$ cat config.mk
export PLATFORM = sky130hd
export DESIGN_NAME = actuator_scheduler
export DESIGN_NICKNAME = d
export VERILOG_FILES = /design/src/rtl/actuator_scheduler.sv
export SDC_FILE = /design/constraint.sdc
export NUM_CORES = 1
export LEC_CHECK = 0
export BUFFER_PORTS_ARGS = -buffer_cell sky130_fd_sc_hd__buf_2
export CORE_MARGIN = 2
export CORE_UTILIZATION = 47
export CTS_CLUSTER_DIAMETER = 50
export CTS_CLUSTER_SIZE = 25
export DETAILED_ROUTE_END_ITERATION = 12
export HOLD_SLACK_MARGIN = 0.03
export MAX_ROUTING_LAYER = met4
export PLACE_DENSITY = 0.77
export SLEW_MARGIN = 20
export SYNTH_ARGS = -nofsm -noshare
export SYNTH_HDL_FRONTEND = slang
export SYNTH_SLANG_ARGS = --single-unit
$ cat constraint.sdc
create_clock -name clk -period 2.35 [get_ports clk]
set_input_delay 0.47 -clock clk [delete_from_list [all_inputs] [get_ports clk]]
set_output_delay 0.47 -clock clk [all_outputs]
set_load 0.01 [all_outputs]
$ cat src/rtl/actuator_scheduler.sv
// rtl/actuator_scheduler.sv - arbitrates manual/auto actuator requests and slews angle and reflector
// Manual wins ties and may preempt an auto slew; auto never preempts.
module actuator_scheduler #(
  parameter int STEP_CYCLES = 16,
  parameter int ANGLE_MAX   = 30,
  parameter int REFL_SETTLE = 8
) (
  input  logic       clk,
  input  logic       res,
  input  logic       enable,
  input  logic       man_req,
  input  logic [4:0] man_angle,
  input  logic       man_refl,
  input  logic       auto_req,
  input  logic [4:0] auto_angle,
  input  logic       auto_refl,
  output logic       man_ack,
  output logic       auto_ack,
  output logic [4:0] angle_cmd,
  output logic       refl_cmd,
  output logic       busy,
  output logic       owner,
  output logic       done
);

  localparam int SCW = (STEP_CYCLES > 1) ? $clog2(STEP_CYCLES) : 1;
  localparam int RCW = (REFL_SETTLE > 1) ? $clog2(REFL_SETTLE) : 1;

  localparam logic [SCW-1:0] STEP_RELOAD   = SCW'(STEP_CYCLES - 1);
  localparam logic [RCW-1:0] SETTLE_RELOAD = RCW'(REFL_SETTLE - 1);
  localparam logic [4:0]     ANGLE_LIMIT   = 5'(ANGLE_MAX);

  localparam logic [1:0] ST_IDLE = 2'd0;
  localparam logic [1:0] ST_SLEW = 2'd1;
  localparam logic [1:0] ST_REFL = 2'd2;
  localparam logic [1:0] ST_DONE = 2'd3;

  logic [1:0]     state,       state_n;
  logic [SCW-1:0] step_cnt,    step_cnt_n;
  logic [RCW-1:0] settle_cnt,  settle_cnt_n;
  logic [4:0]     tgt_angle,   tgt_angle_n;
  logic           tgt_refl,    tgt_refl_n;
  logic [4:0]     angle_cmd_n;
  logic           refl_cmd_n;
  logic           owner_n;
  logic           man_ack_n;
  logic           auto_ack_n;
  logic           done_n;

  function automatic logic [4:0] clamp_angle(input logic [4:0] a);
    return (a > ANGLE_LIMIT) ? ANGLE_LIMIT : a;
  endfunction

  always_comb begin
    state_n      = state;
    step_cnt_n   = step_cnt;
    settle_cnt_n = settle_cnt;
    tgt_angle_n  = tgt_angle;
    tgt_refl_n   = tgt_refl;
    angle_cmd_n  = angle_cmd;
    refl_cmd_n   = refl_cmd;
    owner_n      = owner;
    man_ack_n    = 1'b0;
    auto_ack_n   = 1'b0;
    done_n       = 1'b0;

    case (state)
      ST_IDLE: begin
        if (enable && man_req) begin
          tgt_angle_n = clamp_angle(man_angle);
          tgt_refl_n  = man_refl;
          owner_n     = 1'b1;
          man_ack_n   = 1'b1;
          step_cnt_n  = STEP_RELOAD;
          state_n     = ST_SLEW;
        end else if (enable && auto_req) begin
          tgt_angle_n = clamp_angle(auto_angle);
          tgt_refl_n  = auto_refl;
          owner_n     = 1'b0;
          auto_ack_n  = 1'b1;
          step_cnt_n  = STEP_RELOAD;
          state_n     = ST_SLEW;
        end
      end

      ST_SLEW: begin
        // Preemption restarts the step timer from the angle already reached.
        if (!owner && man_req && enable) begin
          tgt_angle_n = clamp_angle(man_angle);
          tgt_refl_n  = man_refl;
          owner_n     = 1'b1;
          man_ack_n   = 1'b1;
          step_cnt_n  = STEP_RELOAD;
        end else if (angle_cmd == tgt_angle) begin
          state_n = ST_REFL;
          if (refl_cmd != tgt_refl) begin
            refl_cmd_n   = tgt_refl;
            settle_cnt_n = SETTLE_RELOAD;
          end else begin
            settle_cnt_n = '0;
          end
        end else if (step_cnt == '0) begin
          angle_cmd_n = (angle_cmd < tgt_angle) ? angle_cmd + 5'd1 : angle_cmd - 5'd1;
          step_cnt_n  = STEP_RELOAD;
        end else begin
          step_cnt_n = step_cnt - 1'b1;
        end
      end

      ST_REFL: begin
        if (settle_cnt == '0) begin
          state_n = ST_DONE;
          done_n  = 1'b1;
        end else begin
          settle_cnt_n = settle_cnt - 1'b1;
        end
      end

      default: begin
        state_n = ST_IDLE;
      end
    endcase
  end

  always_ff @(posedge clk) begin
    if (!res) begin
      state      <= ST_IDLE;
      step_cnt   <= '0;
      settle_cnt <= '0;
      tgt_angle  <= '0;
      tgt_refl   <= 1'b0;
      angle_cmd  <= '0;
      refl_cmd   <= 1'b0;
      owner      <= 1'b0;
      man_ack    <= 1'b0;
      auto_ack   <= 1'b0;
      done       <= 1'b0;
      busy       <= 1'b0;
    end else begin
      state      <= state_n;
      step_cnt   <= step_cnt_n;
      settle_cnt <= settle_cnt_n;
      tgt_angle  <= tgt_angle_n;
      tgt_refl   <= tgt_refl_n;
      angle_cmd  <= angle_cmd_n;
      refl_cmd   <= refl_cmd_n;
      owner      <= owner_n;
      man_ack    <= man_ack_n;
      auto_ack   <= auto_ack_n;
      done       <= done_n;
      busy       <= (state_n != ST_IDLE);
    end
  end

endmodule

# --- After elaboration in Yosys (flattened, before gate mapping) ---
# Cells that the tools add are included.
word_totals:
  reg_bits: 26
  inputBits: 17
  out_inout_bits: 11
  elab_cells: 88
classes:
  addsub: 4
  magnitude_cmp: 3
  eq_ne: 10
  mux: 37
  n_bitwise: 4
  reduce_logical: 18
ops:
  columns: ["operator", "count"]
  rows:
  - ["2-to-1 mux 5 bit", 6]
  - ["2-to-1 mux 4 bit", 5]
  - ["2-to-1 mux 3 bit", 4]
  - ["AND reduction 4 bit", 3]
  - ["> comparator 5 bit (second input constant)", 2]
  - ["2-to-1 mux 1 bit", 10]
  - ["2-to-1 mux 2 bit", 5]
  - ["case mux 5 bit (2 select lines)", 1]
  - ["!= test 2 bit (second input constant)", 4]
  - ["case mux 4 bit (2 select lines)", 1]
  - ["!= test 3 bit (second input constant)", 2]
  - ["case mux 1 bit (2 select lines)", 3]
  - ["case mux 2 bit (3 select lines)", 1]
  - ["case mux 3 bit (2 select lines)", 1]
  - ["AND reduction 3 bit", 2]
  - ["nonzero test 2 bit", 3]
  - ["adder 5 x 1 -> 5 bit (second input constant)", 1]
  - ["== test 5 bit", 1]
  - ["< comparator 5 bit", 1]
  - ["subtractor 5 x 1 -> 5 bit (second input constant)", 1]
  - ["logical AND 1 bit", 4]
  - ["logical NOT 4 bit", 1]
  - ["NOT 1 bit", 4]
  - ["subtractor 4 x 1 -> 4 bit (second input constant)", 1]
  - ["other kinds (9)", 9]

# --- Longest topological paths before layout ---
logic_depth:
  word_depth: 6
  depth_mapped: 12
  mapped_depth_nobuf: 12

# --- Worst setup path before layout ---
# Ideal clock, no wire load.
synth_path:
  path_type: "register to register"
  start: "reg angle_cmd[3]"
  end: "reg angle_cmd[4]"
  t_arrival_ns: 2.322
  required_ns: 2.278
  setup_slack_ns: -0.044
  path_stages_with_launch: 12
  period_less_slack_ns: 2.394
  path_cell_list: "dfxtp_1 > ha_1 > nand3_2 > o21bai_1 > a211o_1 > inv_1 > fa_1 > nand2b_1 > o2bb2ai_1 > nor4b_2 > mux2i_1 > mux2i_1"
synth_via:
  elab_chain_cells: 3
  elab_cells_between_ends: 7
synth_rtl:
  columns: ["element", "line", "rtl"]
  rows:
  - ["from (decl)", "19", "output logic [4:0] angle_cmd,"]
  - ["from (signal assigned)", "145", "angle_cmd <= angle_cmd_n;"]
  - ["branches (longest 3 deep; another with subtractor 5 x 1 -> 5 bit)", null, null]
# Several ways; the timed one is not identified.
# A chain may end at the register's enable or synchronous reset.

# --- Worst setup path after layout ---
layout_path:
  start: "reg tgt_angle[3]"
  end: "reg angle_cmd[4]"
layout_via:
  elab_chain_cells: 3
  elab_cells_between_ends: 5
layout_rtl:
  columns: ["element", "line", "rtl"]
  rows:
  - ["from (decl)", "41", "logic [4:0] tgt_angle, tgt_angle_n;"]
  - ["from (signal assigned)", "143", "tgt_angle <= tgt_angle_n;"]
  - ["branches (longest 3 deep; another with < comparator 5 bit)", null, null]
# Several ways; the timed one is not identified.

==> results.json <==
{
  "hold_ws_ns": 0.374,
  "wl_met1_microns": 1520,
  "fmax_mhz": 412,
  "port-buffer-count": 27,
  "wl_met3_microns": 134,
  "critPathMostFrequentCell": "inv_2",
  "worst_pin_slew_ns": 0.472,
  "period_minus_slack_ns": 2.43,
  "hold_end": "tgt_refl$_SDFFE_PN0P_",
  "crit_path_max_incr_delay_ns": 0.36,
  "rsz0062_at_grt": "true",
  "relSlewSlack_pct": 68.5,
  "r2r_end": "angle_cmd[4]$_SDFFE_PN0P_",
  "cts_made_buffers": 3,
  "netlist_area_sq_um": 1570,
  "grt_overflow": 0,
  "grt_pass1_wl_microns": 6000,
  "hold_start": "man_refl",
  "vias": 1356,
  "ant_nets": 0,
  "setup_slack_ns": -0.0766,
  "critical_path_required_ns": 2.59,
  "num_rows": 20,
  "post-route-period-util_pct": 103,
  "yosysSeqAreaShare_pct": 33.3,
  "cp-end-kind": "flip-flop",
  "cts_root_buf": "clkbuf_4",
  "diodes": 0,
  "status": "finished, violations left",
  "synth_top_flop_cell": "dfxtp_1",
  "core_sq_um": 3100,
  "h-tree-depth": 1,
  "holdBufCountCts": 0,
  "grt_pass1_vias": 1346,
  "setup_violations": 1,
  "start_kind": "flip-flop",
  "drt-initial-drc-count": 32,
  "skew_ns": 0.00437,
  "hold-path-cell-count": 3,
  "insertion_delay_ns": 0.34,
  "slowest_stage": "dfxtp_2",
  "critPathKind": "flip-flop to flip-flop",
  "path_clk_slew_ns": 0.15,
  "dr_wl_met2_microns": 1780,
  "syn_area_per_cell_sq_um": 9.10,
  "cts_sinks": 26,
  "syn_nets": 201,
  "area_growth_pct": 25.1,
  "ff2ff_path_depth": 12,
  "dieArea_sq_um": 3810,
  "post-place-ws_ns": -0.0256,
  "ys_ff_latch": 26,
  "worstPathCellList": "inv_2 -> ha_4 -> nand3_2 -> o21bai_1 -> a211o_1 -> inv_2 -> fa_2 -> nand2b_4 -> o2bb2ai_2 -> nor4_1 -> mux2i_2 -> mux2i_1",
  "leakage_nw": 0.863,
  "cap_violations": 0,
  "cts_tree": "done",
  "highest_layer": "met4",
  "synth_cell_types": 51,
  "arrival_ns": 2.67,
  "grt_max_degree": 17,
  "dr.pass1.iters": 4,
  "wl_per_cell_microns": 13.6,
  "globalplace.congestion": 0.748,
  "start_util_pct": 50.4,
  "fin_nets": 241,
  "yosys_warnings": 0,
  "track_usage_pct": 22.0,
  "chipHeight_microns": 61.7,
  "fin_setup_tns_ns": -0.0766,
  "cp_max_fo": 4,
  "dpl-instance-area_sq_um": 1780,
  "violations": "negative setup slack",
  "die_width_microns": 61.7,
  "hpwl_microns": 2390,
  "drive_gt1_share_pct": 36.5,
  "fin_util_pct": 63.1,
  "vias_per_cell": 5.32,
  "synth_edf_count": 0,
  "synth-async-reset-ratio_pct": 0,
  "synth_cells": 172,
  "drt_wl_total_microns": 3480,
  "clockBufferDepth": 2,
  "finalHoldViolCount": 0,
  "peakVddDrop_uv": 430,
  "maxSlewViolCount": 0,
  "worst-r2r-setup-slack_ns": -0.08,
  "drc": 0,
  "pin_count": 28,
  "antenna_found_initial": 0,
  "final_area_sq_um": 1960,
  "hold_class": "input port to flip-flop",
  "powerDensity_nw_per_um2": 757,
  "r2r_start": "tgt_angle[3]$_SDFFE_PN0P_"
}
==> cell type report <==
cell class | instances | area (sq um)
Tap cell | 44 | 55.1
Sequential cell | 26 | 528
Multi-Input combinational cell | 129 | 1050
Clock buffer | 3 | 22.5
Fill cell | 260 | 1140
Timing Repair Buffer | 39 | 225
Clock inverter | 1 | 30.0
Inverter | 13 | 48.8
==> report_power, final <==
group          internal (W)  leakage, nW  switching (W)
logic              0.000284        0.619       0.000342
registers          0.000496        0.216      0.0000424
clock network      0.000173       0.0279       0.000146
total              0.000953        0.863       0.000530
==> synth_stat cells, types with 2 or more instances <==
| library cell | number | area, sq um |
|---|---|---|
| dfxtp_1 | 26 | 521 |
| nor2_1 | 21 | 78.8 |
| nand2_1 | 15 | 56.3 |
| inv_1 | 12 | 45.0 |
| ha_1 | 11 | 138 |
| nand3_1 | 9 | 45.0 |
| a21oi_1 | 8 | 40.0 |
| a311oi_1 | 7 | 61.3 |
| nand2b_1 | 5 | 31.3 |
| mux2i_1 | 4 | 40.0 |
| nand4_1 | 3 | 18.8 |
| o21ai_0 | 3 | 15.0 |
| xnor2_1 | 3 | 26.3 |
| a211oi_1 | 2 | 15.0 |
| a211oi_2 | 2 | 25.0 |
| a21o_1 | 2 | 15.0 |
| and4_1 | 2 | 17.5 |
| buf_2 | 2 | 10.0 |
| o21ai_4 | 2 | 32.5 |
| o21bai_1 | 2 | 15.0 |
==> worst max-delay path, delay by kind of cell (launching register included) <==
kind                     cells  cell delay, ns
AND/OR/NAND/NOR              3            0.47
adder cells (fa/ha/maj)      2            0.61
buffers and inverters        2            0.10
flip-flops                   1            0.36
AO/OA/AOI/OAI                3            0.50
multiplexers                 2            0.28
==> cells in the final DEF (no fill, tap or decap), types with 6 or more instances in the layout <==
cell type | Yosys | final
a21oi_1 | 8 | 7
nand3_1 | 9 | 9
dfxtp_2 | 0 | 6
a311oi_1 | 7 | 7
nand2_1 | 15 | 15
inv_1 | 12 | 8
dfxtp_1 | 26 | 20
nor2_1 | 21 | 21
ha_1 | 11 | 8
buf_4 | 0 | 12
buf_2 | 2 | 27
==> per-layer routing <==
metal	vias up	global-route usage (%)
met5	-	-
met2	27	37.9
met3	4	3.31
met4	0	5.78
li1	694	-
met1	631	26.9
==> cells by family (layout without fill, tap and decap cells) <==
group	count (synthesis)	after routing	synth area share (%)
buffers and inverters	17	56	4.72
AND/OR/NAND/NOR	70	70	26.0
multiplexers	4	4	2.56
flip-flops	26	26	33.3
XOR/XNOR	4	4	2.24
AO/OA/AOI/OAI	39	39	21.2
adder cells (fa/ha/maj)	12	12	10.1
==> registers in the layout, summed over array words and instances, names as in the netlist <==
name and count:
settle_cnt 3, done 1, owner 1, state 2, tgt_refl 1, busy 1, man_ack 1, auto_ack 1
angle_cmd 5, step_cnt 4, refl_cmd 1, tgt_angle 5
==> through the flow <==
stage	power, W	std cells
floorplan	0.000929	172
global placement	0.00105	245
detailed placement	0.00107	245
CTS	0.00145	255
global route	0.00158	255
finish	0.00148	255
==> timing repair <==
item,CTS,global route
endpoints found under the setup margin,2,6
pin swaps,7,4
resized for setup,14,5
buffers inserted,6,0
endpoints found under the hold margin,0,0
==> worst max-delay path by stage <==
stage               slack [ns]                 startpoint                         to
floorplan                0.009  angle_cmd[2]$_SDFFE_PN0P_  angle_cmd[4]$_SDFFE_PN0P_
global placement          0.04  tgt_angle[2]$_SDFFE_PN0P_  angle_cmd[3]$_SDFFE_PN0P_
detailed placement       -0.03  tgt_angle[2]$_SDFFE_PN0P_  angle_cmd[4]$_SDFFE_PN0P_
CTS                      -0.02  tgt_angle[3]$_SDFFE_PN0P_  angle_cmd[4]$_SDFFE_PN0P_
global route             -0.19  tgt_angle[3]$_SDFFE_PN0P_  angle_cmd[4]$_SDFFE_PN0P_
finish                   -0.08  tgt_angle[3]$_SDFFE_PN0P_  angle_cmd[4]$_SDFFE_PN0P_
Power figures use the tool's default switching activity.
